File: src/rtl/mdio_pkg.sv
// mdio_pkg: shared definitions for the MDIO management master.
//   - OP / ST encodings for Clause 22 and Clause 45 frames
//   - frame field widths and the FSM state enum
//   - cmd_t: the latched command fields
//   - frame_bit(): the {oe, o} pair the master presents for a given frame position
package mdio_pkg;

  localparam int PHYAD_W  = 5;
  localparam int REGAD_W  = 5;
  localparam int DATA_W   = 16;
  localparam int TA_W     = 2;
  localparam int BITCNT_W = 5;

  localparam logic [1:0] ST_C22 = 2'b01;
  localparam logic [1:0] ST_C45 = 2'b00;

  localparam logic [1:0] OP22_WR    = 2'b01;
  localparam logic [1:0] OP22_RD    = 2'b10;
  localparam logic [1:0] OP45_ADDR  = 2'b00;
  localparam logic [1:0] OP45_WR    = 2'b01;
  localparam logic [1:0] OP45_RD    = 2'b11;
  localparam logic [1:0] OP45_RDINC = 2'b10;

  typedef enum logic [2:0] {
    S_IDLE, S_PRE, S_ST_OP, S_ADDR, S_TA, S_DATA, S_GAP
  } state_e;

  typedef struct packed {
    logic               c45;
    logic [1:0]         op;
    logic [PHYAD_W-1:0] phyad;
    logic [REGAD_W-1:0] regad;
    logic [DATA_W-1:0]  wrdata;
  } cmd_t;

  // Read-type frames release the bus from TA onwards.
  function automatic logic is_read(input cmd_t c);
    if (c.c45) return (c.op == OP45_RD) || (c.op == OP45_RDINC);
    return c.op == OP22_RD;
  endfunction

  // Returns {oe, o} for bit position idx (counting down, MSB first) of state s.
  // Positions where the master does not drive return {0, 1} (released, idle high).
  function automatic logic [1:0] frame_bit(input state_e s, input logic [3:0] idx,
                                           input cmd_t c);
    logic [3:0]                 st_op;
    logic [PHYAD_W+REGAD_W-1:0] addr;
    logic [1:0]                 res;
    st_op = {(c.c45 ? ST_C45 : ST_C22), c.op};
    addr  = {c.phyad, c.regad};
    res   = 2'b01;
    case (s)
      S_PRE:   res = 2'b11;
      S_ST_OP: res = {1'b1, st_op[idx[1:0]]};
      S_ADDR:  res = {1'b1, addr[idx]};
      S_TA:    res = is_read(c) ? 2'b01 : {1'b1, idx[0]};   // drives 1 then 0
      S_DATA:  res = is_read(c) ? 2'b01 : {1'b1, c.wrdata[idx]};
      default: res = 2'b01;
    endcase
    return res;
  endfunction

endpackage

File: src/rtl/mdio_clkgen.sv
// mdio_clkgen: MDC divider. While i_en is high a counter runs 0..CLK_DIV-1 and
// o_mdc toggles at terminal count; when i_en is low the divider sits at 0 with
// o_mdc low so the first rise lands CLK_DIV cycles after enable.
//   clk, rst        : system clock, synchronous active-high reset
//   i_en            : run the divider
//   o_mdc           : management clock
//   o_mdc_rise/fall : high in the clk cycle whose ending edge raises/lowers o_mdc
module mdio_clkgen #(
  parameter int CLK_DIV = 5
) (
  input  logic clk,
  input  logic rst,
  input  logic i_en,
  output logic o_mdc,
  output logic o_mdc_rise,
  output logic o_mdc_fall
);

  localparam int CW = (CLK_DIV > 2) ? $clog2(CLK_DIV) : 1;

  logic [CW-1:0] r_cnt;
  logic          r_mdc;
  logic          w_tc;

  assign w_tc       = i_en && (r_cnt == CW'(CLK_DIV - 1));
  assign o_mdc      = r_mdc;
  assign o_mdc_rise = w_tc && !r_mdc;
  assign o_mdc_fall = w_tc &&  r_mdc;

  always_ff @(posedge clk) begin
    if (rst || !i_en) begin
      r_cnt <= '0;
      r_mdc <= 1'b0;
    end else if (w_tc) begin
      r_cnt <= '0;
      r_mdc <= ~r_mdc;
    end else begin
      r_cnt <= r_cnt + 1'b1;
    end
  end

endmodule

File: src/rtl/mdio_master_ng.sv
// mdio_master_ng: MDIO/MIIM management master, Clause 22 and Clause 45 frames.
//   clk, rst                 : system clock, synchronous active-high reset
//   cmd_valid/cmd_ready      : command handshake, accepted only in IDLE
//   cmd_c45, cmd_op          : frame type and OP field
//   cmd_phyad, cmd_regad     : PHYAD/PRTAD and REGAD/DEVAD
//   cmd_wrdata               : write data or C45 register address
//   rd_data/rd_valid/rd_err  : read result, one-cycle strobe, turnaround error
//   cmd_err                  : one-cycle strobe when an illegal command is dropped
//   busy                     : frame or inter-frame gap in progress
//   mdc, mdio_o, mdio_oe     : management clock and tristate data out
//   mdio_i                   : pad input (externally pulled up)
module mdio_master_ng
  import mdio_pkg::*;
#(
  parameter int CLK_DIV      = 5,
  parameter int PREAMBLE_LEN = 32,
  parameter int C45_EN       = 1,
  parameter int IDLE_BITS    = 1
) (
  input  logic              clk,
  input  logic              rst,
  input  logic              cmd_valid,
  output logic              cmd_ready,
  input  logic              cmd_c45,
  input  logic [1:0]        cmd_op,
  input  logic [PHYAD_W-1:0] cmd_phyad,
  input  logic [REGAD_W-1:0] cmd_regad,
  input  logic [DATA_W-1:0] cmd_wrdata,
  output logic [DATA_W-1:0] rd_data,
  output logic              rd_valid,
  output logic              rd_err,
  output logic              cmd_err,
  output logic              busy,
  output logic              mdc,
  output logic              mdio_o,
  output logic              mdio_oe,
  input  logic              mdio_i
);

  state_e              r_state, w_nstate;
  logic [BITCNT_W-1:0] r_bitcnt, w_ncnt;
  cmd_t                r_cmd, w_cmd_in, w_cmd_sel;
  logic                w_accept, w_illegal, w_busy, w_mdc_rise, w_mdc_fall, w_start;
  logic [1:0]          w_nbit;
  logic                r_mdio_o, r_mdio_oe, r_err;
  logic                r_rd_valid, r_rd_err, r_cmd_err;
  logic [DATA_W-2:0]   r_rd_sh;
  logic [DATA_W-1:0]   r_rd_data;

  assign w_busy    = (r_state != S_IDLE);
  assign cmd_ready = (r_state == S_IDLE) && !rst;
  assign w_accept  = cmd_valid && cmd_ready;
  assign w_cmd_in  = {cmd_c45, cmd_op, cmd_phyad, cmd_regad, cmd_wrdata};
  assign w_illegal = cmd_c45 ? (C45_EN == 0)
                             : !((cmd_op == OP22_WR) || (cmd_op == OP22_RD));
  assign w_start   = w_accept && !w_illegal;

  mdio_clkgen #(.CLK_DIV(CLK_DIV)) u_clkgen (
    .clk        (clk),
    .rst        (rst),
    .i_en       (w_busy),
    .o_mdc      (mdc),
    .o_mdc_rise (w_mdc_rise),
    .o_mdc_fall (w_mdc_fall)
  );

  // State register.
  always_ff @(posedge clk) begin
    if (rst) begin
      r_state  <= S_IDLE;
      r_bitcnt <= '0;
    end else begin
      r_state  <= w_nstate;
      r_bitcnt <= w_ncnt;
    end
  end

  // Next state: every frame bit is one MDC cycle and ends on an mdc fall; the
  // bit counter counts down through a field and is reloaded on state entry.
  always_comb begin
    w_nstate  = r_state;
    w_ncnt    = r_bitcnt;
    w_cmd_sel = r_cmd;
    case (r_state)
      S_IDLE: begin
        if (w_start) begin
          w_cmd_sel = w_cmd_in;   // fields are not registered yet at accept
          if (PREAMBLE_LEN > 0) begin
            w_nstate = S_PRE;
            w_ncnt   = BITCNT_W'(PREAMBLE_LEN - 1);
          end else begin
            w_nstate = S_ST_OP;
            w_ncnt   = BITCNT_W'(3);
          end
        end
      end
      default: begin
        if (w_mdc_fall) begin
          if (r_bitcnt != '0) begin
            w_ncnt = r_bitcnt - 1'b1;
          end else begin
            case (r_state)
              S_PRE:   begin w_nstate = S_ST_OP; w_ncnt = BITCNT_W'(3); end
              S_ST_OP: begin w_nstate = S_ADDR;  w_ncnt = BITCNT_W'(PHYAD_W + REGAD_W - 1); end
              S_ADDR:  begin w_nstate = S_TA;    w_ncnt = BITCNT_W'(TA_W - 1); end
              S_TA:    begin w_nstate = S_DATA;  w_ncnt = BITCNT_W'(DATA_W - 1); end
              S_DATA:  begin w_nstate = S_GAP;   w_ncnt = BITCNT_W'(IDLE_BITS - 1); end
              default: begin w_nstate = S_IDLE;  w_ncnt = '0; end
            endcase
          end
        end
      end
    endcase
    w_nbit = frame_bit(w_nstate, w_ncnt[3:0], w_cmd_sel);
  end

  // Datapath: pad drive, read sampling and result strobes.
  always_ff @(posedge clk) begin
    if (rst) begin
      r_cmd      <= '0;
      r_mdio_o   <= 1'b1;
      r_mdio_oe  <= 1'b0;
      r_err      <= 1'b0;
      r_rd_sh    <= '0;
      r_rd_data  <= '0;
      r_rd_valid <= 1'b0;
      r_rd_err   <= 1'b0;
      r_cmd_err  <= 1'b0;
    end else begin
      r_rd_valid <= 1'b0;
      r_rd_err   <= 1'b0;
      r_cmd_err  <= 1'b0;
      if (w_accept) begin
        r_cmd     <= w_cmd_in;
        r_err     <= 1'b0;
        r_cmd_err <= w_illegal;
      end
      // Outputs move with the mdc fall so the PHY sees stable data at the rise.
      if (w_start || (w_busy && w_mdc_fall))
        {r_mdio_oe, r_mdio_o} <= w_nbit;
      // Input is sampled in the cycle that raises mdc.
      if (w_busy && w_mdc_rise && is_read(r_cmd)) begin
        if (r_state == S_TA && r_bitcnt == '0)
          r_err <= mdio_i;    // second TA bit must be driven 0 by the PHY
        if (r_state == S_DATA) begin
          r_rd_sh <= {r_rd_sh[DATA_W-3:0], mdio_i};
          if (r_bitcnt == '0) begin
            r_rd_data  <= {r_rd_sh, mdio_i};
            r_rd_valid <= 1'b1;
            r_rd_err   <= r_err;
          end
        end
      end
    end
  end

  assign busy     = w_busy;
  assign mdio_o   = r_mdio_o;
  assign mdio_oe  = r_mdio_oe;
  assign rd_data  = r_rd_data;
  assign rd_valid = r_rd_valid;
  assign rd_err   = r_rd_err;
  assign cmd_err  = r_cmd_err;

endmodule
File: config.mk
export PLATFORM = sky130hd
export DESIGN_NAME = mdio_master_ng
export DESIGN_NICKNAME = d
export VERILOG_FILES = /design/src/rtl/mdio_pkg.sv /design/src/rtl/mdio_clkgen.sv /design/src/rtl/mdio_master_ng.sv
export SDC_FILE = /design/constraint.sdc
export NUM_CORES = 1
export LEC_CHECK = 0
export ABC_AREA = 0
export ABC_CLOCK_PERIOD_IN_PS = 3500
export CAP_MARGIN = 0
export CORE_ASPECT_RATIO = 0.75
export CORE_UTILIZATION = 45
export CTS_CLUSTER_SIZE = 8
export DETAILED_ROUTE_END_ITERATION = 10
export PLACE_DENSITY = 0.73
export SKIP_CTS_REPAIR_TIMING = 1
export SLEW_MARGIN = 20
export SYNTH_ARGS = -nofsm -noshare
export SYNTH_HDL_FRONTEND = slang
export SYNTH_SLANG_ARGS = --single-unit
File: constraint.sdc
create_clock -name clk -period 3.5 [get_ports clk]
set_clock_uncertainty 0.2 [all_clocks]
set_input_delay 0.7 -clock clk [delete_from_list [all_inputs] [get_ports clk]]
set_output_delay 0.7 -clock clk [all_outputs]
set_load 0.02 [all_outputs]
==> results of run 1 <==
==> final cells by class <==
| type | instances | share of cell area (%) |
|---|---|---|
| multi-input combinational | 323 | 42.0 |
| sequential | 78 | 34.3 |
| timing repair buffer | 73 | 15.0 |
| clock buffer | 12 | 3.63 |
| tap | 101 | 2.78 |
| clock inverter | 4 | 1.18 |
| inverter | 14 | 1.15 |
==> worst min-delay path, delay by kind of cell, from the launching register on <==
| family | cells | cell delay, ns |
|---|---|---|
| DFF | 1 | 0.31 |
| AOI/OAI and AO/OA | 1 | 0.05 |
| and+or+nand+nor | 1 | 0.05 |
==> cells by family (layout without fill, tap and decap cells) <==
| family | count (synthesis) | in the layout | synth area share (%) |
|---|---|---|---|
| compound gates | 75 | 75 | 14.1 |
| mux | 28 | 28 | 7.98 |
| flops | 78 | 78 | 43.1 |
| fa+ha+maj | 6 | 6 | 2.07 |
| simple gates | 210 | 210 | 27.4 |
| buf+inv | 39 | 103 | 4.28 |
| xor+xnor | 4 | 4 | 0.968 |
==> flip-flops by register name (all words and copies together), names as in the netlist <==
register,flops
rd_data,16
r_err,1
u_clkgen.r_cnt,3
r_rd_sh,15
mdio_oe,1
r_bitcnt,5
mdio_o,1
cmd_err,1
rd_err,1
r_cmd,29
rd_valid,1
u_clkgen.o_mdc,1
r_state,3
==> placed cells by master, fill, tap and decap left out, types with 5 or more instances in the layout <==
cell	netlist	routed
nor2_1	38	38
nand3_1	10	10
nand3b_1	23	23
ha_1	6	6
a21oi_1	25	25
dfxtp_1	78	78
clkbuf_8	0	12
o21ai_0	11	11
inv_1	14	14
buf_4	1	17
nand2_1	102	102
clkdlybuf4s50_1	0	55
nor3_1	10	10
o211ai_1	5	5
mux2i_1	21	21
==> power by group <==
part | internal (mW) | switching, mW
Clock | 0.389 | 0.329
Combinational | 0.134 | 0.154
Sequential | 0.920 | 0.0242
==> metal layers <==
metal	global-route usage [%]	vias to the layer above
li1	-	1645
met1	29.9	1534
met2	32.5	91
met3	5.06	11
met4	7.78	0
met5	0	-
==> how the worst max path moves through the flow <==
stage          slack [ns]              startpoint             endpoint  cells past startpoint
3_3_place_gp       -0.001               cmd_op[1]  mdio_o$_SDFFE_PP1P_                     10
5_1_grt             -0.03  r_bitcnt[1]$_SDFF_PP0_  mdio_o$_SDFFE_PP1P_                     12
4_1_cts              0.23   r_state[1]$_SDFF_PP0_            cmd_ready                      4
3_5_place_dp        -0.09               cmd_op[1]  mdio_o$_SDFFE_PP1P_                     10
2_1_floorplan        0.60               cmd_valid  mdio_o$_SDFFE_PP1P_                      9
6_report             0.16  r_bitcnt[1]$_SDFF_PP0_  mdio_o$_SDFFE_PP1P_                     12
==> per-stage QoR <==
stage | util [%] | power (mW) | setup TNS (ns) | hold WS, ns
2_1_floorplan | - | 1.13 | 0 | 0.230
3_3_place_gp | 57.2 | 1.24 | -0.00106 | 0.244
3_5_place_dp | 57.2 | 1.25 | -0.0865 | 0.246
4_1_cts | 60.1 | 1.96 | 0 | 0.257
5_1_grt | 60.2 | 2.03 | -0.0337 | 0.270
6_report | 60.2 | 1.95 | 0 | 0.255
==> out/results.tsv, run 1 <==
stage	metric	value	unit
critical_path	crit_required	3.53	ns
detailed_routing	drt_iter0_drc	171	
cts	cts_root_buffer	clkbuf_8	
logic_synthesis	syn-cell-area	0.00362	sq mm
critical_path	path_cells	inv_1, ha_1, or4b_1, nor3_1, nor2_1, a31oi_2, inv_1, ha_1, a31oi_1, o211ai_1, a21oi_1, o2bb2ai_1	
cts	htree_levels	3	
placed_design	place_inst	589	
detailed_routing	antenna_left	0	
logic_synthesis	synth_seq_cells	78	
critical_path	crit_path_start_kind	flip-flop	
power_and_ir_drop	power_density	428	mW/mm^2
detailed_routing	wl_per_cell	14.2	microns
finish	fillers	674	
logic_synthesis	synthTopCellsByCount	nand2_1 (102), dfxtp_1 (78), nor2_1 (38)	
logic_synthesis	synth.distinct_cells	55	
floorplan	rows	27	
detailed_routing	drc	0	
floorplan	core_area	0.00757	sq mm
placed_design	post-place-ws	-0.0865	ns
floorplan	die_w	106	microns
logic_synthesis	yosysWarningCount	0	
critical_path	crit_family	simple AND/OR/NAND/NOR gates	
global_routing	antenna_found_initial	0	
finish	final_area	0.00455	sq mm
min_path	hold_class	reg2reg	
finish	syn2layout_area_growth	25.7	%
cts	tritoncts	built	
logic_synthesis	synth_edf_count	0	
cts	clkSinkCount	78	
sta	tightest_slew	0.803	ns
logic_synthesis	synth_most_common_cell	nand2_1	
global_routing	grt_max_degree	69	
floorplan	fp.dieArea	0.00841	sq mm
logic_synthesis	ys_dominant_reg_cell	dfxtp_1	
global_routing	grt_overflow	0	
power_and_ir_drop	worst_ir_drop_vdd	0.203	mV
floorplan	die_y	79.7	microns
finish	seqCellArea	0.00156	sq mm
cts	clkSlewWorstSetupHoldPaths	0.08	ns
critical_path	arrival	3.38	ns
finish	antennaDiodeCount	0	
logic_synthesis	seq_area_frac_synth	43.1	%
detailed_routing	wl_met2	3670	microns
critical_path	slowest_delay	0.59	ns
detailed_routing	drt-met1-wl	4360	microns
finish	final_cells	605	
detailed_routing	vias_per_cell	5.42	
placed_design	io_buffers	56	
sta	max-slew-margin-rel	46.4	%
finish	nets	538	
detailed_routing	wl_met3	433	microns
logic_synthesis	synth_top_cell_by_area	dfxtp_1	
critical_path	crit_path_end_kind	flip-flop	
floorplan	initial_utilization	47.9	%
critical_path	cpMaxStageDelayCell	or4b_1	
critical_path	r2r_slack	0.16	ns
critical_path	worstRegToRegCells	12	
critical_path	r2r-start	r_bitcnt[1]$_SDFF_PP0_	
power_and_ir_drop	p_leak	1.87	nW
sta	max_freq	0.299	GHz
global_routing	grt_usage	21.5	%
logic_synthesis	avgSynthCellArea	8.23	sq um
logic_synthesis	synthesis.instances	440	
critical_path	path_class	reg2reg	
critical_path	worst-path-buf-inv	2	
logic_synthesis	ys_top_cells_by_area	dfxtp_1 (43%), nand2_1 (11%), mux2i_1 (5.8%)	
finish	multiInputGateArea	0.00191	sq mm
detailed_routing	top_layer	met4	
min_path	hp-start	rd_data[7]$_SDFFE_PP0P_	
sta	drv_slew	0	
global_routing	grt_pass1_vias	3062	
logic_synthesis	syn_nets	479	
cts	insertion_delay	0.35	ns
sta	fin_ws	0.157	ns
detailed_routing	drt_first_pass_iters	4	
cts	cts_buffers	9	
sta	fin_crit_sh	95.5	%
cts	clockBufferDepth	2	
finish	drive_above_1_share	8.93	%
detailed_routing	num_vias	3281	
run_status	outcome	finished, final reports clean	
placed_design	gp_congestion	0.902	
sta	hold_viol	0	
logic_synthesis	synth_top_area_share	43.1	%
detailed_routing	totalWireLength	8580	microns
min_path	min_path_cells	2	
placed_design	dp_hpwl	6080	microns
critical_path	r2r_end	mdio_o$_SDFFE_PP1P_	
critical_path	crit_fanout	6	
floorplan	pin_count	57	
global_routing	grt_pass1_wl	14400	microns
logic_synthesis	synthArstFlopShare	0	%
sta	fin_crit	3.34	ns
run	maxCapViolCount	0	
placed_design	place_area	0.00433	sq mm
min_path	hold_end	rd_data[7]$_SDFFE_PP0P_	
sta	setup_viol	0	
Power figures use the tool's default switching activity.
==> run 2: changes to the inputs <==
Settings changed: CORE_UTILIZATION 45 to 40, PLACE_DENSITY 0.73 to 0.66.
==> run 2 against run 1 <==
- the run now ends with design-rule violations left
- non-clock buffer count is 1 higher
- power up 7.0%
- via count is 1.9% lower
- worst setup slack improved by 0.12 ns
- flip-flop and latch count is the same
- core utilization down 6.7 points
- critical path depth is the same
- critical path type unchanged
- highest routed layer unchanged
==> out/results.tsv, run 2 (synthesized netlist as in run 1, its figures left out) <==
stage	metric	value	unit	change
critical_path	path_class	reg2reg		
placed_design	io_buffers	56		unchanged
run	maxCapViolCount	0		unchanged
floorplan	pin_count	57		unchanged
critical_path	crit_path_end_kind	flip-flop		
finish	layout_common_cells	nand2_1 (102), dfxtp_1 (78), clkdlybuf4s50_1 (55)		
finish	regMostFlops	r_cmd		
detailed_routing	antenna_left	0		unchanged
finish	utilization	53.5	%	-6.7 points
cts	tritoncts	built		
detailed_routing	drt_iter0_drc	177		+3.5%
cts	insertion_delay	0.33	ns	-0.02 ns
global_routing	grt_max_degree	69		unchanged
global_routing	grtUsageMet1	26.5	%	-3.3 points
sta	max-slew-margin-rel	56.4	%	+10 points
finish	syn2layout_area_growth	27.6	%	
floorplan	rows	29		+7.4%
global_routing	grt_pass1_vias	2991		-2.3%
sta	max_freq	0.311	GHz	+3.9%
floorplan	fp.dieArea	0.00944	sq mm	+12%
critical_path	cpMaxStageDelayCell	or4b_1		
sta	setup_viol	0		unchanged
sta	tns	0	ns	unchanged
placed_design	gp_congestion	0.865		-4.1%
finish	nets	539		+0.19%
min_path	hold_class	reg2reg		
critical_path	slowest_delay	0.59	ns	about the same
cts	cts_root_buffer	clkbuf_16		
sta	hold_viol	0		unchanged
floorplan	initial_utilization	41.9	%	-5.9 points
cts	clkSlewWorstSetupHoldPaths	0.06	ns	-0.02 ns
cts	clockBufferDepth	2		unchanged
run_status	outcome	complete, but fails checks		
global_routing	grt_use_met3	3.32	%	-1.7 points
finish	final_area	0.00462	sq mm	+1.5%
min_path	hp-start	rd_data[7]$_SDFFE_PP0P_		
sta	hold_slack	0.253	ns	-0.00180 ns
power_and_ir_drop	worst_ir_drop_vdd	0.225	mV	+11%
critical_path	crit_path_start_kind	flip-flop		
finish	antennaDiodeCount	0		unchanged
finish	final_common_cell	nand2_1		
global_routing	busiest_layer	met2		
floorplan	die_w	112	microns	+6.0%
sta	drv_slew	0		unchanged
critical_path	crit_required	3.52	ns	about the same
cts	cts_buffers	9		unchanged
power_and_ir_drop	p_leak	1.90	nW	+1.4%
sta	fin_crit_sh	92.0	%	-3.6 points
placed_design	place_area	0.00434	sq mm	+0.38%
critical_path	arrival	3.23	ns	-0.15 ns
detailed_routing	wl_per_cell	13.8	microns	-2.3%
detailed_routing	drc	4		+4
detailed_routing	drt_first_pass_iters	7		+3
global_routing	grt_usage	18.6	%	-2.9 points
global_routing	grt_overflow	0		unchanged
detailed_routing	totalWireLength	8490	microns	-1.0%
floorplan	core_area	0.00864	sq mm	+14%
detailed_routing	vias_per_cell	5.25		-3.2%
cts	clkSinkCount	78		unchanged
detailed_routing	num_vias	3218		-1.9%
floorplan	die_y	84.4	microns	+5.9%
critical_path	r2r-start	r_bitcnt[1]$_SDFF_PP0_		
power_and_ir_drop	power_density	452	mW/mm^2	+5.5%
critical_path	crit_fanout	6		unchanged
placed_design	dp_hpwl	6040	microns	-0.62%
finish	drive_above_1_share	8.91	%	-0.018 points
critical_path	path_cells	inv_1, ha_1, or4b_1, nor3_1, nor2_1, a31oi_1, inv_1, ha_1, a31oi_1, o211ai_1, a21oi_1, o2bb2ai_1		
sta	rsz0062_at_grt	false		
sta	tightest_slew	0.654	ns	-0.150 ns
run_status	violations	design-rule violations		
global_routing	met2_usage	29.0	%	-3.5 points
sta	fin_crit	3.22	ns	-0.124 ns
finish	largest_reg_flops	29		unchanged
global_routing	antenna_found_initial	0		unchanged
cts	htree_levels	3		unchanged
critical_path	startpoint	r_bitcnt[1]$_SDFF_PP0_		
global_routing	grt_pass1_wl	14300	microns	-0.76%
[run 2: stage by stage]
| stage | setup slack (ns) | cells | total power, mW |
|---|---|---|---|
| after global routing | 0.0233 | 613 | 2.19 |
| final | 0.281 | 613 | 2.09 |
| after floorplan | 0.602 | 440 | 1.13 |
| after global placement | 0.0363 | 597 | 1.25 |
| after detailed placement | -0.0199 | 597 | 1.25 |
| after CTS | 0.312 | 613 | 2.11 |
[run 2: area by class of cell]
type / count / area [sq um]
fillers: 836 / 4020
repair buffers: 74 / 691
flip-flops and latches: 78 / 1560
multi-input cells: 323 / 1900
clock buffers: 9 / 225
clock inverters: 7 / 50.0
well taps: 108 / 135
inverters: 14 / 52.6
[run 2: path summary, 6_finish.rpt]
check | cells past startpoint | slack, ns | end
worst max-delay path | 12 | 0.28 | mdio_o$_SDFFE_PP1P_
worst min-delay path | 2 | 0.25 | rd_data[7]$_SDFFE_PP0P_
worst max register to register | 12 | 0.28 | mdio_o$_SDFFE_PP1P_
worst min register to register | 2 | 0.25 | rd_data[7]$_SDFFE_PP0P_
[run 2: critical path, delay by kind of cell (launching register included)]
family	cells	cell delay, ns
DFF	1	0.33
AOI/OAI and AO/OA	5	0.82
adders and majority gates	2	0.54
and+or+nand+nor	3	0.95
buffers and inverters	2	0.27
[run 2: routing by layer]
| metal | routed length (microns) | up-vias |
|---|---|---|
| met5 | 0 | - |
| met4 | 48 | 0 |
| met3 | 368 | 5 |
| met2 | 3640 | 60 |
| met1 | 4430 | 1515 |
| li1 | - | 1638 |
[run 2: where the power goes]
part / switching (mW) / internal, mW / leakage, nW / total (mW)
logic: 0.151 / 0.138 / 1.13 / 0.289
clock network: 0.371 / 0.481 / 0.128 / 0.852
registers: 0.0238 / 0.922 / 0.635 / 0.945
total: 0.546 / 1.54 / 1.90 / 2.09
==> run 3: changes to the inputs <==
Settings changed: CORE_MARGIN from default to 2, REMOVE_ABC_BUFFERS from default to 1.
==> run 3 against run 2 <==
- design area grew 2.0%
- critical path type is now in2reg
- largest power group is now clock
- combinational power is essentially flat
- highest routed layer unchanged
- core utilization shrank 0.77 points
- the flow now finishes without violations
==> out/results.tsv, run 3 (synthesized netlist as in run 1, its figures left out) <==
stage	metric	value	unit	change
cts	clkSinkCount	78		unchanged
finish	drive_above_1_share	8.73	%	-0.18 points
power_and_ir_drop	power_density	498	mW/mm^2	+10%
global_routing	antenna_found_initial	0		unchanged
placed_design	place_inst	598		+0.17%
sta	setup_viol	0		unchanged
cts	tritoncts	built		
finish	largest_reg_flops	29		unchanged
cts	cts_buffers	9		unchanged
critical_path	crit_fanout	10		+4
critical_path	slowest_delay	0.52	ns	-0.07 ns
placed_design	io_buffers	56		unchanged
finish	antennaDiodeCount	0		unchanged
finish	syn2layout_area_growth	30.1	%	
critical_path	worst-path-buf-inv	2		unchanged
floorplan	pin_count	57		unchanged
finish	fillers	873		+4.4%
cts	htree_levels	3		unchanged
power_and_ir_drop	p_int	1.78	mW	+16%
critical_path	crit_path_end_kind	flip-flop		
sta	max_freq	0.301	GHz	-3.0%
global_routing	grt_max_degree	69		unchanged
sta	drv_slew	0		unchanged
detailed_routing	drt_iter0_drc	227		+28%
run_status	outcome	finished, final reports clean		
finish	regMostFlops	r_cmd		
detailed_routing	totalWireLength	8910	microns	+5.0%
power_and_ir_drop	p_comb_share	12.4	%	-1.5 points
detailed_routing	vias_per_cell	5.34		+1.7%
sta	fin_crit	3.32	ns	+0.100 ns
global_routing	grt_pass1_vias	3019		+0.94%
critical_path	arrival	3.34	ns	+0.11 ns
global_routing	grt_overflow	0		unchanged
cts	clkSlewWorstSetupHoldPaths	0.06	ns	about the same
critical_path	path_cells	clkdlybuf4s50_1, xor2_1, o211ai_4, a222oi_1, buf_4, mux2i_1, a211oi_1, nor4_1, o2111ai_1, o2bb2ai_1		
run	maxCapViolCount	0		unchanged
finish	final_cells	616		+0.49%
power_and_ir_drop	total_power	2.35	mW	+12%
critical_path	crit_path_start_kind	primary input		
cts	cts_root_buffer	clkbuf_16		
placed_design	dp_hpwl	6120	microns	+1.4%
cts	clockBufferDepth	2		unchanged
placed_design	gp_congestion	0.902		+4.3%
global_routing	grt_usage	18.8	%	+0.21 points
floorplan	core_area	0.00893	sq mm	+3.4%
floorplan	die_w	114	microns	+1.8%
finish	multiInputGateArea	0.00191	sq mm	+0.46%
power_and_ir_drop	swShare	24.1	%	-2.1 points
finish	nets	538		-0.19%
critical_path	cpMaxStageDelayCell	clkdlybuf4s50_1		
global_routing	grt_pass1_wl	14500	microns	+1.2%
floorplan	die_y	86.4	microns	+2.4%
floorplan	initial_utilization	40.5	%	-1.4 points
power_and_ir_drop	power.switching	0.565	mW	+3.5%
floorplan	fp.dieArea	0.00984	sq mm	+4.2%
detailed_routing	drt_first_pass_iters	5		-2
detailed_routing	drc	0		-4
detailed_routing	num_vias	3288		+2.2%
detailed_routing	wl_per_cell	14.5	microns	+4.4%
power_and_ir_drop	p_leak	1.94	nW	+2.5%
finish	layout_common_cells	nand2_1 (102), dfxtp_1 (78), clkdlybuf4s50_1 (55)		
floorplan	rows	30		+3.4%
sta	fin_crit_sh	94.8	%	+2.9 points
cts	insertion_delay	0.34	ns	about the same
sta	max-slew-margin-rel	52.6	%	-3.9 points
sta	tightest_slew	0.711	ns	+0.0578 ns
finish	seqCellArea	0.00156	sq mm	unchanged
critical_path	crit_required	3.53	ns	about the same
finish	final_common_cell	nand2_1		
detailed_routing	antenna_left	0		unchanged
power_and_ir_drop	power_frac_clock	47.2	%	+6.4 points
min_path	hold_class	reg2reg		
power_and_ir_drop	worst_ir_drop_vdd	0.292	mV	+30%
power_and_ir_drop	power_frac_seq	40.4	%	-4.9 points
critical_path	crit_family	compound AO/OA/AOI/OAI gates		
sta	hold_viol	0		unchanged
critical_path	path_class	in2reg		
==> run 3: worst min-delay path, cell delays in order (launching register included) <==
cell	delay, ns
dfxtp_1	0.31
nand2_1	0.05
a21oi_1	0.05
==> run 3: path summary, 6_finish.rpt <==
check                            from                  endpoint  slack [ns]  cells past startpoint
min reg2reg  rd_data[14]$_SDFFE_PP0P_  rd_data[14]$_SDFFE_PP0P_        0.25                      2
max reg2reg    r_bitcnt[0]$_SDFF_PP0_       mdio_o$_SDFFE_PP1P_        0.18                     12
min          rd_data[14]$_SDFFE_PP0P_  rd_data[14]$_SDFFE_PP0P_        0.25                      2
max                         cmd_op[0]       mdio_o$_SDFFE_PP1P_        0.18                     10
==> run 3: metrics by stage <==
step	area [sq um]	utilization (%)	setup TNS (ns)	setup WS, ns	hold WS, ns
floorplan	3520	-	-0.640	-0.640	0.225
global placement	4330	48.4	0	0.0176	0.243
detailed placement	4330	48.4	-0.0753	-0.0753	0.246
CTS	4680	52.4	0	0.228	0.255
global route	4710	52.7	-0.000366	-0.000366	0.270
finish	4710	52.7	0	0.181	0.252
==> run 3: area by class of cell <==
type,instances,area share [%]
multi-input combinational,323,40.6
sequential,78,33.2
timing repair buffer,73,14.6
clock buffer,10,5.07
tap,112,2.98
clock inverter,6,2.47
inverter,14,1.12
==> run 3: power by group through the flow <==
stage | combinational [mW] | sequential [mW] | clock, mW
floorplan | 0.160 | 0.960 | 0
global placement | 0.268 | 0.968 | 0
detailed placement | 0.274 | 0.967 | 0
CTS | 0.277 | 0.947 | 1.12
global route | 0.318 | 0.952 | 1.16
finish | 0.291 | 0.948 | 1.11
==> run 3: routing by layer <==
| metal | vias up | part of all wire, % | GRT usage [%] |
|---|---|---|---|
| li1 | 1655 | - | - |
| met1 | 1511 | 47 | 25.0 |
| met2 | 107 | 45 | 29.1 |
| met3 | 15 | 6.1 | 6.50 |
| met4 | 0 | 1.4 | 5.43 |
| met5 | - | 0 | 0 |
